### config.mk
export PLATFORM = sky130hd
export DESIGN_NAME = pfiform_pop_unpacker
export DESIGN_NICKNAME = d
export VERILOG_FILES = /design/src/rtl/pfiform_pop_unpacker.sv
export SDC_FILE = /design/constraint.sdc
export NUM_CORES = 1
export LEC_CHECK = 0
export CAP_MARGIN = 20
export CORE_AREA = 2 2 267 269
export DETAILED_ROUTE_END_ITERATION = 8
export DIE_AREA = 0 0 269 271
export SLEW_MARGIN = 30
export SYNTH_ARGS = -nofsm -noshare
export SYNTH_HDL_FRONTEND = slang
export SYNTH_SLANG_ARGS = --single-unit
export TNS_END_PERCENT = 10
### constraint.sdc
create_clock -name i_core_clk -period 5.05 [get_ports i_core_clk]
set_clock_uncertainty 0.05 [all_clocks]
set_input_delay 1.2625 -clock i_core_clk [delete_from_list [all_inputs] [get_ports i_core_clk]]
set_output_delay 1.2625 -clock i_core_clk [all_outputs]
set_load 0.02 [all_outputs]
### src/rtl/pfiform_pop_unpacker.sv
// pfiform_pop_unpacker: pops words from PFIFORM into a 2-slot buffer and streams them out one element per cycle
module pfiform_pop_unpacker #(
  parameter int ELEM_W    = 6,
  parameter int MAX_ELEMS = 32,
  parameter int CNT_W     = 5
) (
  input  logic                          i_core_clk,
  input  logic                          i_rx_rst,
  input  logic [CNT_W-1:0]              cfg_pop_amount,
  output logic [CNT_W-1:0]              PopAmout,
  output logic                          PopPermit,
  input  logic                          PopEnable,
  input  logic [ELEM_W*MAX_ELEMS-1:0]   PopData,
  output logic [ELEM_W-1:0]             o_elem,
  output logic                          o_elem_valid,
  input  logic                          i_elem_ready,
  output logic                          o_elem_last,
  output logic [CNT_W-1:0]              o_elem_idx,
  output logic [1:0]                    o_occupancy,
  output logic                          o_proto_err
);
  logic [MAX_ELEMS-1:0][ELEM_W-1:0] word [2];
  logic [CNT_W-1:0] cnt [2];
  logic wp, rp, err, cap, drain, valid, last;
  logic [1:0] occ, occ_next;
  logic [CNT_W-1:0] idx;
  always_comb begin
    valid    = occ != 2'd0;
    last     = valid && idx == cnt[rp];
    cap      = PopEnable && PopPermit;
    drain    = last && i_elem_ready;
    occ_next = occ + 2'(cap) - 2'(drain);
  end
  assign o_elem       = valid ? word[rp][idx] : '0;
  assign o_elem_valid = valid;
  assign o_elem_last  = last;
  assign o_elem_idx   = idx;
  assign o_occupancy  = occ;
  assign o_proto_err  = err;
  always_ff @(posedge i_core_clk) begin
    if (i_rx_rst) begin
      word      <= '{default: '0};
      cnt       <= '{default: '0};
      wp        <= 1'b0;
      rp        <= 1'b0;
      occ       <= 2'd0;
      idx       <= '0;
      err       <= 1'b0;
      PopAmout  <= '0;
      PopPermit <= 1'b0;
    end else begin
      if (cap) begin
        word[wp] <= PopData;
        cnt[wp]  <= PopAmout;
        wp       <= ~wp;
      end
      if (valid && i_elem_ready) begin
        idx <= last ? '0 : idx + 1'b1;
        if (last) rp <= ~rp;
      end
      occ       <= occ_next;
      PopPermit <= occ_next < 2'd2;
      // count only changes while idle so each word keeps the count it was popped with
      if (occ == 2'd0 && !PopEnable) PopAmout <= cfg_pop_amount;
      if (PopEnable && !PopPermit) err <= 1'b1;
    end
  end
endmodule

# Yosys cells after proc, flatten, opt, wreduce, memory -nomap -nowiden
# Index checks and enable logic that the tools add are counted.
classes:
  reduce_logical: 12
  n_bitwise: 4
  muxes: 16
  n_eq_ne: 1
  n_lt_le_gt_ge: 5
  n_addsub: 3
op_table:
  columns: ["operator", "n"]
  rows:
  - ["192-bit 2-to-1 mux", 4]
  - ["384-bit bitwise mux", 1]
  - ["192-bit demux with 1-bit select", 1]
  - ["6-bit binary-select mux with 5-bit select", 1]
  - ["5-bit 2-to-1 mux", 5]
  - ["6-bit 2-to-1 mux", 2]
  - ["10-bit bitwise mux", 1]
  - ["1-bit logical AND", 7]
  - ["5-bit by 6-bit less-than comparator with 1-bit output, second input constant", 1]
  - ["5-bit by 1-bit adder with 5-bit output, second input constant", 1]
  - ["5-bit demux with 1-bit select", 1]
  - ["5-bit == test", 1]
  - ["2-bit >= comparator, second input constant", 2]
  - ["1-bit inverter with 2-bit output", 2]
  - ["2-bit by 1-bit adder with 2-bit output", 1]
  - ["1-bit logical NOT", 2]
  - ["2-bit logical NOT", 1]
  - ["2-bit by 1-bit less-than comparator with 1-bit output, second input constant", 1]
  - ["2-bit less-than comparator, second input constant", 1]
  - ["1-bit inverter", 2]
  - ["2-bit AND reduction", 1]
  - ["2-bit nonzero test", 1]
  - ["2-bit by 1-bit subtractor with 2-bit output", 1]
word_totals:
  wordCells: 114
  ff_bits: 410
  output_inout_bits: 22
  input_bits: 201

# Depth between registers and ports, before layout
logic_depth:
  word_depth: 9
  ltp_mapped: 12

# Least setup slack after synthesis
# OpenSTA, ideal clock, no wires.
synth_path:
  path_type: "flip-flop to output port"
  startpoint: "register idx[1], in the netlist o_elem_idx[1]"
  endpoint: "output o_elem[1]"
  path_slack_ns: 1.504
  path_stages_with_launch: 7
  arrival_time_ns: 2.234
  t_required_ns: 3.738
  path_cell_list: "dfxtp_1 -> buf_2 -> buf_2 -> buf_2 -> clkbuf_1 -> a311oi_1 -> o41ai_1"
synth_between:
  elab_chain_cells: 3
synth_rtl:
  columns: ["item", "line", "source"]
  rows:
  - ["from (decl)", "26", "logic [CNT_W-1:0] idx;"]
  - ["from (signal assigned)", "58", "idx <= last ? '0 : idx + 1'b1;"]
  - ["6-bit binary-select mux with 5-bit select", "34", "assign o_elem = valid ? word[rp][idx] : '0;"]
  - ["6-bit 2-to-1 mux (not written as such)", "34", null]
  - ["6-bit 2-to-1 mux", "34", null]
  - ["to (decl)", "14", "output logic [ELEM_W-1:0] o_elem,"]
# Every way passes these cells. The select of a mux whose other input is x is not followed.

# Worst setup path in the final report
layout_path:
  startpoint: "register idx[0], in the netlist o_elem_idx[0]"
  endpoint: "output o_elem[5]"
# The elaborated chain is that of the path after synthesis.

==> impl_results.md <==
* Status: finished, final reports clean
* Worst vdd ir at 237 µV
* Antenna Nets Post-Route at 0
* Finished Layout Cells at 3172
* DR WL/cell at 18.5 µm
* Vias in the first global route at 14115
* Met2 routed WL at 26800 µm
* Slew headroom at 0.435
* R2R Path Start: rp
* # Max-Cap Violations at 0
* Post-synthesis mux area share at 0.141
* CTS tree: done
* Final worst setup slack at 0.243 ns
* Final period util at 0.952
* CP required at 3.74 ns
* Final Setup Violations at 0
* Total clock sinks at 410
* CP bufs+invs at 2
* Site row count at 97
* DR top layer: met5
* Dpl ws at 0.664 ns
* Number of flops mapped to enable cells by yosys at 0
* Hold Path Origin: word[371]
* Post-Route WL at 58800 µm
* Final hold viol count at 0
* Vias per cell at 4.71
* CTS Buf Count at 46
* Net Count, Synth at 2250
* Crit path DAT at 3.49 ns
* Aggregate global routing overflow at 0
* PwrDens at 416 nW/µm²
* CP Launch Type: register
* Fraction of layout cells with a size suffix above 1 at 0.0982
* Die ar. at 72900 µm²
* Metal-1 WL at 25600 µm
* Asr flop ratio synth at 0
* Initial antenna violation count at 20
* Period minus WS final at 4.81 ns
* CP startpoint: o_elem_idx[0]
* Utilization after layout at 0.317
* Cts repair resizes at 0
* Root buf cell: clkbuf_16
* Pin count of the biggest net entering global routing at 145
* Core Area at 69800 µm²
* Post-synthesis compound-gate area fraction at 0.136
* Xor/xnor share of the synthesized area at 0.00455
* CP cell instances: buf_12 -> mux4_1 -> mux2_2 -> o22ai_1 -> nor3_1 -> a22o_1 -> clkdlybuf4s50_1
* Nature of the critical path endpoint: primary output
* Cell Area, Synth at 17300 µm²
* Initial drt markers at 1273
* Synth Area in Adders at 0.00216
* Commonest non-fill, non-tap cell in the layout: nand2_1
* Final setup TNS at 0 ns
* HPWL Detailed at 40300 µm
* Synth Warn # at 0
* I/O Buffers at 222
* Number of instances in the placed design at 3073
* H-tree depth at 2
* Io pins at 223
* Initial Util at 0.248
* Placer Congestion at 0.795
* Final Slew Violations at 0
* Area contributors post-synth: dfxtp_1, nand2_1, a21oi_1
* Most frequent cells in the layout: nand2_1, dfxtp_1, a21oi_1
* Worst-Margin Slew at 0.848 ns
* Metal3 WL at 4740 µm
* First-pass GRT wire length at 88000 µm
* Delay of the slowest cell on the worst path at 0.57 ns
* R2R setup slack at 1.83 ns
* Worst path slowest cell: mux4_1
* Hold_buf cts at 0
* Crit path kind: reg -> out
* Yosys top cell by area: dfxtp_1
* Post-CTS setup buffers at 0
* #FFs+latches synth at 410
* Peak Freq at 0.208 GHz
* Post-synthesis average cell area at 8.48 µm²
* Net count, final at 2387
* # fillers at 7286
* Lkg Pwr at 0.00724 µW
* Syn Inst Count at 2046
* CTS clk-pin slew, worst paths at 0.06 ns
* Insertion delay of the later-clocked pin in the worst-skew pair at 0.58 ns
* DRT Pass-1 Iters at 5
* Clock Tree Buf Depth at 3
* Chip height at 271 µm
* Simple-gate share of the synthesized area at 0.198
* Worst-path maximum fanout at 32
* Top cell type's share of synthesized area at 0.473
* Setup repair after global routing missed its margin: false
* Min-Delay Path Class: reg -> reg
* Drt drc at 0
* GRT Overall Usage at 0.157
* Yosys cell types at 44
* DIE WIDTH at 269 µm
* DR vias at 14936
* CP delay by family, top: multiplexers
* Largest family of logic cells by synthesized area: simple AND/OR/NAND/NOR gates
* P&R area growth vs syn at 27.7%
* Synth Flop Type: dfxtp_1
* Seq/Total Area, Yosys at 0.473
[state kept, by name, indices dropped and copies added (netlist names)]
| name | count |
|---|---|
| o_elem_idx | 5 |
| rp | 1 |
| PopPermit | 1 |
| PopAmout | 5 |
| o_proto_err | 1 |
| cnt | 10 |
| word | 384 |
| wp | 1 |
| o_occupancy | 2 |
[path summary, 6_finish.rpt]
check,cells past startpoint,end
max,7,o_elem[5]
min,2,word[371]
max reg2reg,11,o_occupancy[1]
min reg2reg,2,word[371]
[power by group]
| part | internal (µW) | switching [µW] |
|---|---|---|
| combinational | 846 | 1040 |
| clock | 2150 | 1400 |
| sequential | 3540 | 245 |
| total | 6530 | 2680 |
[synth_stat cells, types with 7 or more instances]
| library cell | number |
|---|---|
| clkbuf_1 | 119 |
| nor2_1 | 21 |
| nand2_1 | 806 |
| nor3_1 | 15 |
| xor2_1 | 7 |
| mux4_1 | 10 |
| o22ai_1 | 11 |
| o21ai_0 | 9 |
| nor2b_1 | 11 |
| a21oi_1 | 405 |
| buf_4 | 9 |
| buf_1 | 7 |
| mux4_2 | 88 |
| buf_2 | 28 |
| dfxtp_1 | 410 |
| mux2i_1 | 15 |
[metrics by stage]
| stage | instance area [µm²] | hold WS (ns) | total power (µW) |
|---|---|---|---|
| after global routing | 22100 | 0.419 | 9640 |
| final | 22100 | 0.401 | 9210 |
| after floorplan | 17300 | 0.382 | 5010 |
| after global placement | 20500 | 0.389 | 5700 |
| after detailed placement | 20500 | 0.394 | 5720 |
| after CTS | 22100 | 0.402 | 9290 |
[tightest hold or removal path: stages, from the launching register on]
cell,delay [ns]
dfxtp_1,0.30
nand2_1,0.05
a21oi_1,0.05
[final cells by class]
class | instances | area, µm² | area share
antenna | 13 | 32.5 | 0.00147
clock buffer | 67 | 1330 | 0.0601
clock inverter | 17 | 265 | 0.0120
inverter | 3 | 11.3 | 0.000509
multi-input combinational | 1463 | 8380 | 0.378
sequential | 410 | 8220 | 0.371
tap | 940 | 1180 | 0.0531
timing repair buffer | 259 | 2730 | 0.123
[cells by family after synthesis]
group / Yosys count
XOR/XNOR: 9
buffers and inverters: 173
AO/OA/AOI/OAI: 453
adder cells (fa/ha/maj): 3
flip-flops: 410
multiplexers: 118
AND/OR/NAND/NOR: 880
[metal layers]
layer / global-route usage / vias up
met2: 0.241 / 434
met3: 0.0438 / 93
met1: 0.211 / 7172
met5: 0 / -
li1: - / 7219
met4: 0.0510 / 18
(Power assumes the default switching activity.)
==> RTL edit 1: new RTL, config.mk and constraints unchanged <==
Set the parameter `CNT_W` to 10 (it was 5).
--- a/src/rtl/pfiform_pop_unpacker.sv
+++ b/src/rtl/pfiform_pop_unpacker.sv
@@ -2,7 +2,7 @@
 module pfiform_pop_unpacker #(
   parameter int ELEM_W    = 6,
   parameter int MAX_ELEMS = 32,
-  parameter int CNT_W     = 5
+  parameter int CNT_W     = 10
 ) (
   input  logic                          i_core_clk,
   input  logic                          i_rx_rst,
Ports: changed (resized PopAmout, cfg_pop_amount and o_elem_idx); port bits go from 223 to 238. No check against the original RTL was run, so the function may have changed too.
==> RTL edit 1 against the unedited design <==
Synthesized area grew 3.8%; sequential cell count up 20; critical endpoint is now o_elem[0]; design area up 3.6%; die area unchanged; wire length rose by 5.3%; synthesized cell count is 4.6% higher; clock power increased by 4%; setup slack gained 0.017 ns; fmax rose by 0.36%; largest power group unchanged; sequential power up 5.3%; power grew 7.8%.
==> RTL edit 1: results (changes against the unedited design) <==
detailed_routing:
  viasPerCell: 4.80  # +1.8%
  drt_first_pass_iters: 7  # +2
  maxUsedRoutingLayer: "met5"
  drc_errors: 0  # unchanged
  dr_wl_met3_microns: 3980  # -16%
  dr_wl_met2_microns: 30000  # +12%
  detail_route.wl_per_cell_microns: 19.0  # +2.5%
  initialDrtViolationCount: 1483  # +16%
  drt-met1-wl_microns: 26500  # +3.7%
place:
  place.gp.congestion: 0.801  # +0.74%
  hpwlAfterDp_microns: 42200  # +4.8%
  dp_slack_ns: 0.758  # +0.0944 ns
  dp.cells: 3170  # +3.2%
  place_area_sq_um: 21300  # +3.9%
  portBuffers: 237  # +6.8%
grt:
  grt_pass1_vias: 14900  # +5.8%
  grt_use_met2_pct: 27.1  # +2.9 points
  grt_util_all_layers_pct: 16.5  # +0.83 points
  grt_pass1_wl_microns: 92500  # +5.1%
  grt_start_max_net_pins: 170  # +17%
  antenna_found_initial: 6  # -70%
  grtUsageMet1_pct: 21.9  # +0.76 points
  grtUsageMet3_pct: 3.70  # -0.68 points
logic_synthesis:
  synthTopCellsByArea: "dfxtp_1, nand2_1, mux4_2"
  synth_top_area_share_pct: 47.8  # +0.48 points
  synth_adder_area_share_pct: 0.208  # -0.0080 points
  synth_nets: 2349  # +4.4%
  seq_area_frac_synth_pct: 47.8  # +0.48 points
  muxShareOfSynthArea_pct: 13.2  # -0.90 points
  synth_compound_area_share_pct: 14.1  # +0.46 points
  synthXorXnorAreaFrac_pct: 0.924  # +0.47 points
  ys_types: 41  # -6.8%
  synth_cells: 2140  # +4.6%
  netlist_top_cells_count: "nand2_1, dfxtp_1, a21oi_1"
finish:
  fin_cells: 3259  # +2.7%
  fillCellCount: 7269  # -0.23%
  antenna_cells: 3  # -10
  clk_share_pct: 7.19  # -0.024 points
  layout-drive-gt1-share_pct: 8.94  # -0.89 points
  n_all_buffers: 264  # +1.9%
  inv_count: 5  # +2
  multi_input_cells: 1532  # +4.7%
  seq_share_pct: 37.5  # +0.42 points
  design.seq.count: 430  # +4.9%
  nNetsFinal: 2489  # +4.3%
  multi_input_area_share_pct: 38.0  # +0.12 points
  final_util_pct: 32.9  # +1.2 points
  clkbuf_count: 69  # +3.0%
  reg_top3: "word (384), cnt (20)"
  buf_share_pct: 12.1  # -0.25 points
setup_path:
  max_stage_delay_ns: 0.75  # +0.18 ns
  path_max_fanout: 18  # -44%
  cp_slowest_cell: "dfxtp_1"
  critPathArrivalTime_ns: 3.48  # about the same
status:
  status: "complete, no violations"
power_and_ir_drop:
  ir_worst_vdd_uv: 302  # +27%
sta:
  worst_pin_slew_ns: 0.971  # +0.123 ns
worst_hold_path:
  hp-class: "flop to flop"
clock_network:
  cts_buffers: 47  # +2.2%
-- RTL edit 1: cell count changes after synthesis, sizes merged, moves of 9 or more --
cell	change
a21oi	+16
o21ai	-9
nor3	-13
buf	-25
xnor2	+10
nand2	+41
a22oi	+19
clkbuf	+28
dfxtp	+20
-- RTL edit 1: final timing paths --
path | from | to | slack [ns] | depth (start not counted)
setup reg to reg | rp | o_occupancy[1] | 1.58 | 11
hold reg to reg | word[123] | word[123] | 0.40 | 2
hold / removal | word[123] | word[123] | 0.40 | 2
setup / recovery | o_elem_idx[2] | o_elem[0] | 0.26 | 5
-- RTL edit 1: critical path: cells and delay by family (launching register included) --
family	cells	cell delay, ns
buffers and inverters	1	0.65
AO/OA/AOI/OAI	2	0.52
flip-flops	1	0.75
AND/OR/NAND/NOR	2	0.98
-- RTL edit 1: power breakdown --
| part | internal, mW | total, mW | switching (mW) |
|---|---|---|---|
| Sequential | 3.70 | 3.98 | 0.272 |
| Combinational | 0.990 | 2.27 | 1.28 |
| Clock | 2.24 | 3.68 | 1.44 |
==> RTL edit 2: new RTL, config.mk and constraints unchanged <==
Made on the original files. Register the output `o_proto_err` once more, without a reset; this adds one clock of latency there. The other outputs are not delayed to match.
--- a/src/rtl/pfiform_pop_unpacker.sv
+++ b/src/rtl/pfiform_pop_unpacker.sv
@@ -36,7 +36,9 @@
   assign o_elem_last  = last;
   assign o_elem_idx   = idx;
   assign o_occupancy  = occ;
-  assign o_proto_err  = err;
+  always_ff @(posedge i_core_clk) begin
+    o_proto_err <= err;
+  end
   always_ff @(posedge i_core_clk) begin
     if (i_rx_rst) begin
       word      <= '{default: '0};
Check against the original RTL: not equivalent (a bounded check fails within 4 cycles, from zero or initial values and one cycle with i_rx_rst high).
==> RTL edit 2 against the unedited design <==
Wire length shrank 1.2%; power shrank 1.1%; non-clock buffer count shrank 4; synthesized cell count is essentially flat; setup slack lost 0.10 ns; worst hold slack lost 0.095 ns; synthesized area grew 0.12%; die area is the same; design area shrank 0.55%; count of clock-buffer cells in the layout is the same; clock power shrank 3%; sequential cell count grew 1; largest power group unchanged.
==> RTL edit 2: results (changes against the unedited design) <==
grt:
  grt_use_met2_pct: 24.4  # +0.23 points
  antenna_found_initial: 12  # -40%
  grt_start_max_net_pins: 181  # +25%
  grt_util_all_layers_pct: 15.5  # -0.20 points
  grtUsageMet1_pct: 21.0  # -0.097 points
place:
  hpwlAfterDp_microns: 39200  # -2.7%
  place.gp.congestion: 0.796  # about the same
  dp.cells: 3070  # -0.098%
setup_path:
  path_delay_family: "buffers and inverters"
  path_max_fanout: 20  # -38%
  max_stage_delay_ns: 0.71  # +0.14 ns
  critPathArrivalTime_ns: 3.60  # +0.11 ns
  ff2ff_setup_slack_ns: 1.87  # +0.04 ns
  cp_slowest_cell: "dfxtp_2"
power_and_ir_drop:
  ir_worst_vdd_uv: 227  # -4.5%
  p_leak_nw: 7.19  # -0.70%
  p_switching_mw: 2.63  # -1.6%
  power_frac_comb_pct: 21.0  # +0.6 points
detailed_routing:
  routed_wl_microns: 58100  # -1.2%
  routed-via-count: 14900  # -0.31%
  initialDrtViolationCount: 1397  # +9.7%
logic_synthesis:
  synth_cells: 2047  # +0.049%
  seq_area_frac_synth_pct: 47.4  # +0.061 points
  synth_nets: 2251  # +0.044%
  netlist_top_cells_count: "nand2_1, dfxtp_1, a21oi_1"
status:
  status: "complete, no violations"
sta:
  period_share_pct: 97.3  # +2.1 points
  slew_headroom_pct: 34.9  # -8.6 points
clock_network:
  cts_buffers: 45  # -2.2%
finish:
  nNetsFinal: 2383  # -0.17%
  syn_to_final_growth_pct: 26.8
  fillCellCount: 7284  # -0.027%
[RTL edit 2: final cells by class]
| cell class | count | area share (%) |
|---|---|---|
| repair buffers | 255 | 12.1 |
| flip-flops and latches | 411 | 37.4 |
| clock inverters | 11 | 0.881 |
| clock buffers | 67 | 6.08 |
| inverters | 3 | 0.0511 |
| diodes | 3 | 0.0341 |
| multi-input cells | 1463 | 38.1 |
| well taps | 940 | 5.34 |
[RTL edit 2: worst reg2reg max path: cells and delay by family (launching register included)]
kind / cells / cell delay, ns
AND/OR/NAND/NOR: 3 / 0.90
flip-flops: 1 / 0.58
adder cells (fa/ha/maj): 2 / 0.50
XOR/XNOR: 3 / 0.46
buffers and inverters: 2 / 0.37
multiplexers: 1 / 0.25
[RTL edit 2: what timing repair did]
item	4_1_cts	5_1_grt
endpoints found under the hold margin	0	0
setup buffers	0	2
gates resized for setup	0	1
setup endpoints to repair	0	3
[RTL edit 2: kinds of logic (layout without fill, tap and decap cells)]
kind of cell,count (synthesis),count (layout),share of synthesized area [%]
AOI/OAI and AO/OA,453,453,13.6
xor gates and xnor gates,9,9,0.454
adders and majority gates,3,3,0.216
buffers and inverters,173,336,4.49
DFF,411,411,47.4
muxes,118,118,14.1
other,0,3,0
and+or+nand+nor,880,880,19.7
[RTL edit 2: routing by layer]
layer,vias to the layer above,routed length (microns)
li1,7199,-
met1,7159,25600
met2,428,27000
met3,87,4210
met4,16,1180
met5,-,94
[RTL edit 2: worst paths after layout]
| path | end | cells after the start |
|---|---|---|
| setup / recovery | o_elem[1] | 8 |
| hold / removal | o_proto_err | 0 |
| setup reg to reg | o_occupancy[1] | 11 |
| hold reg to reg | o_proto_err | 0 |
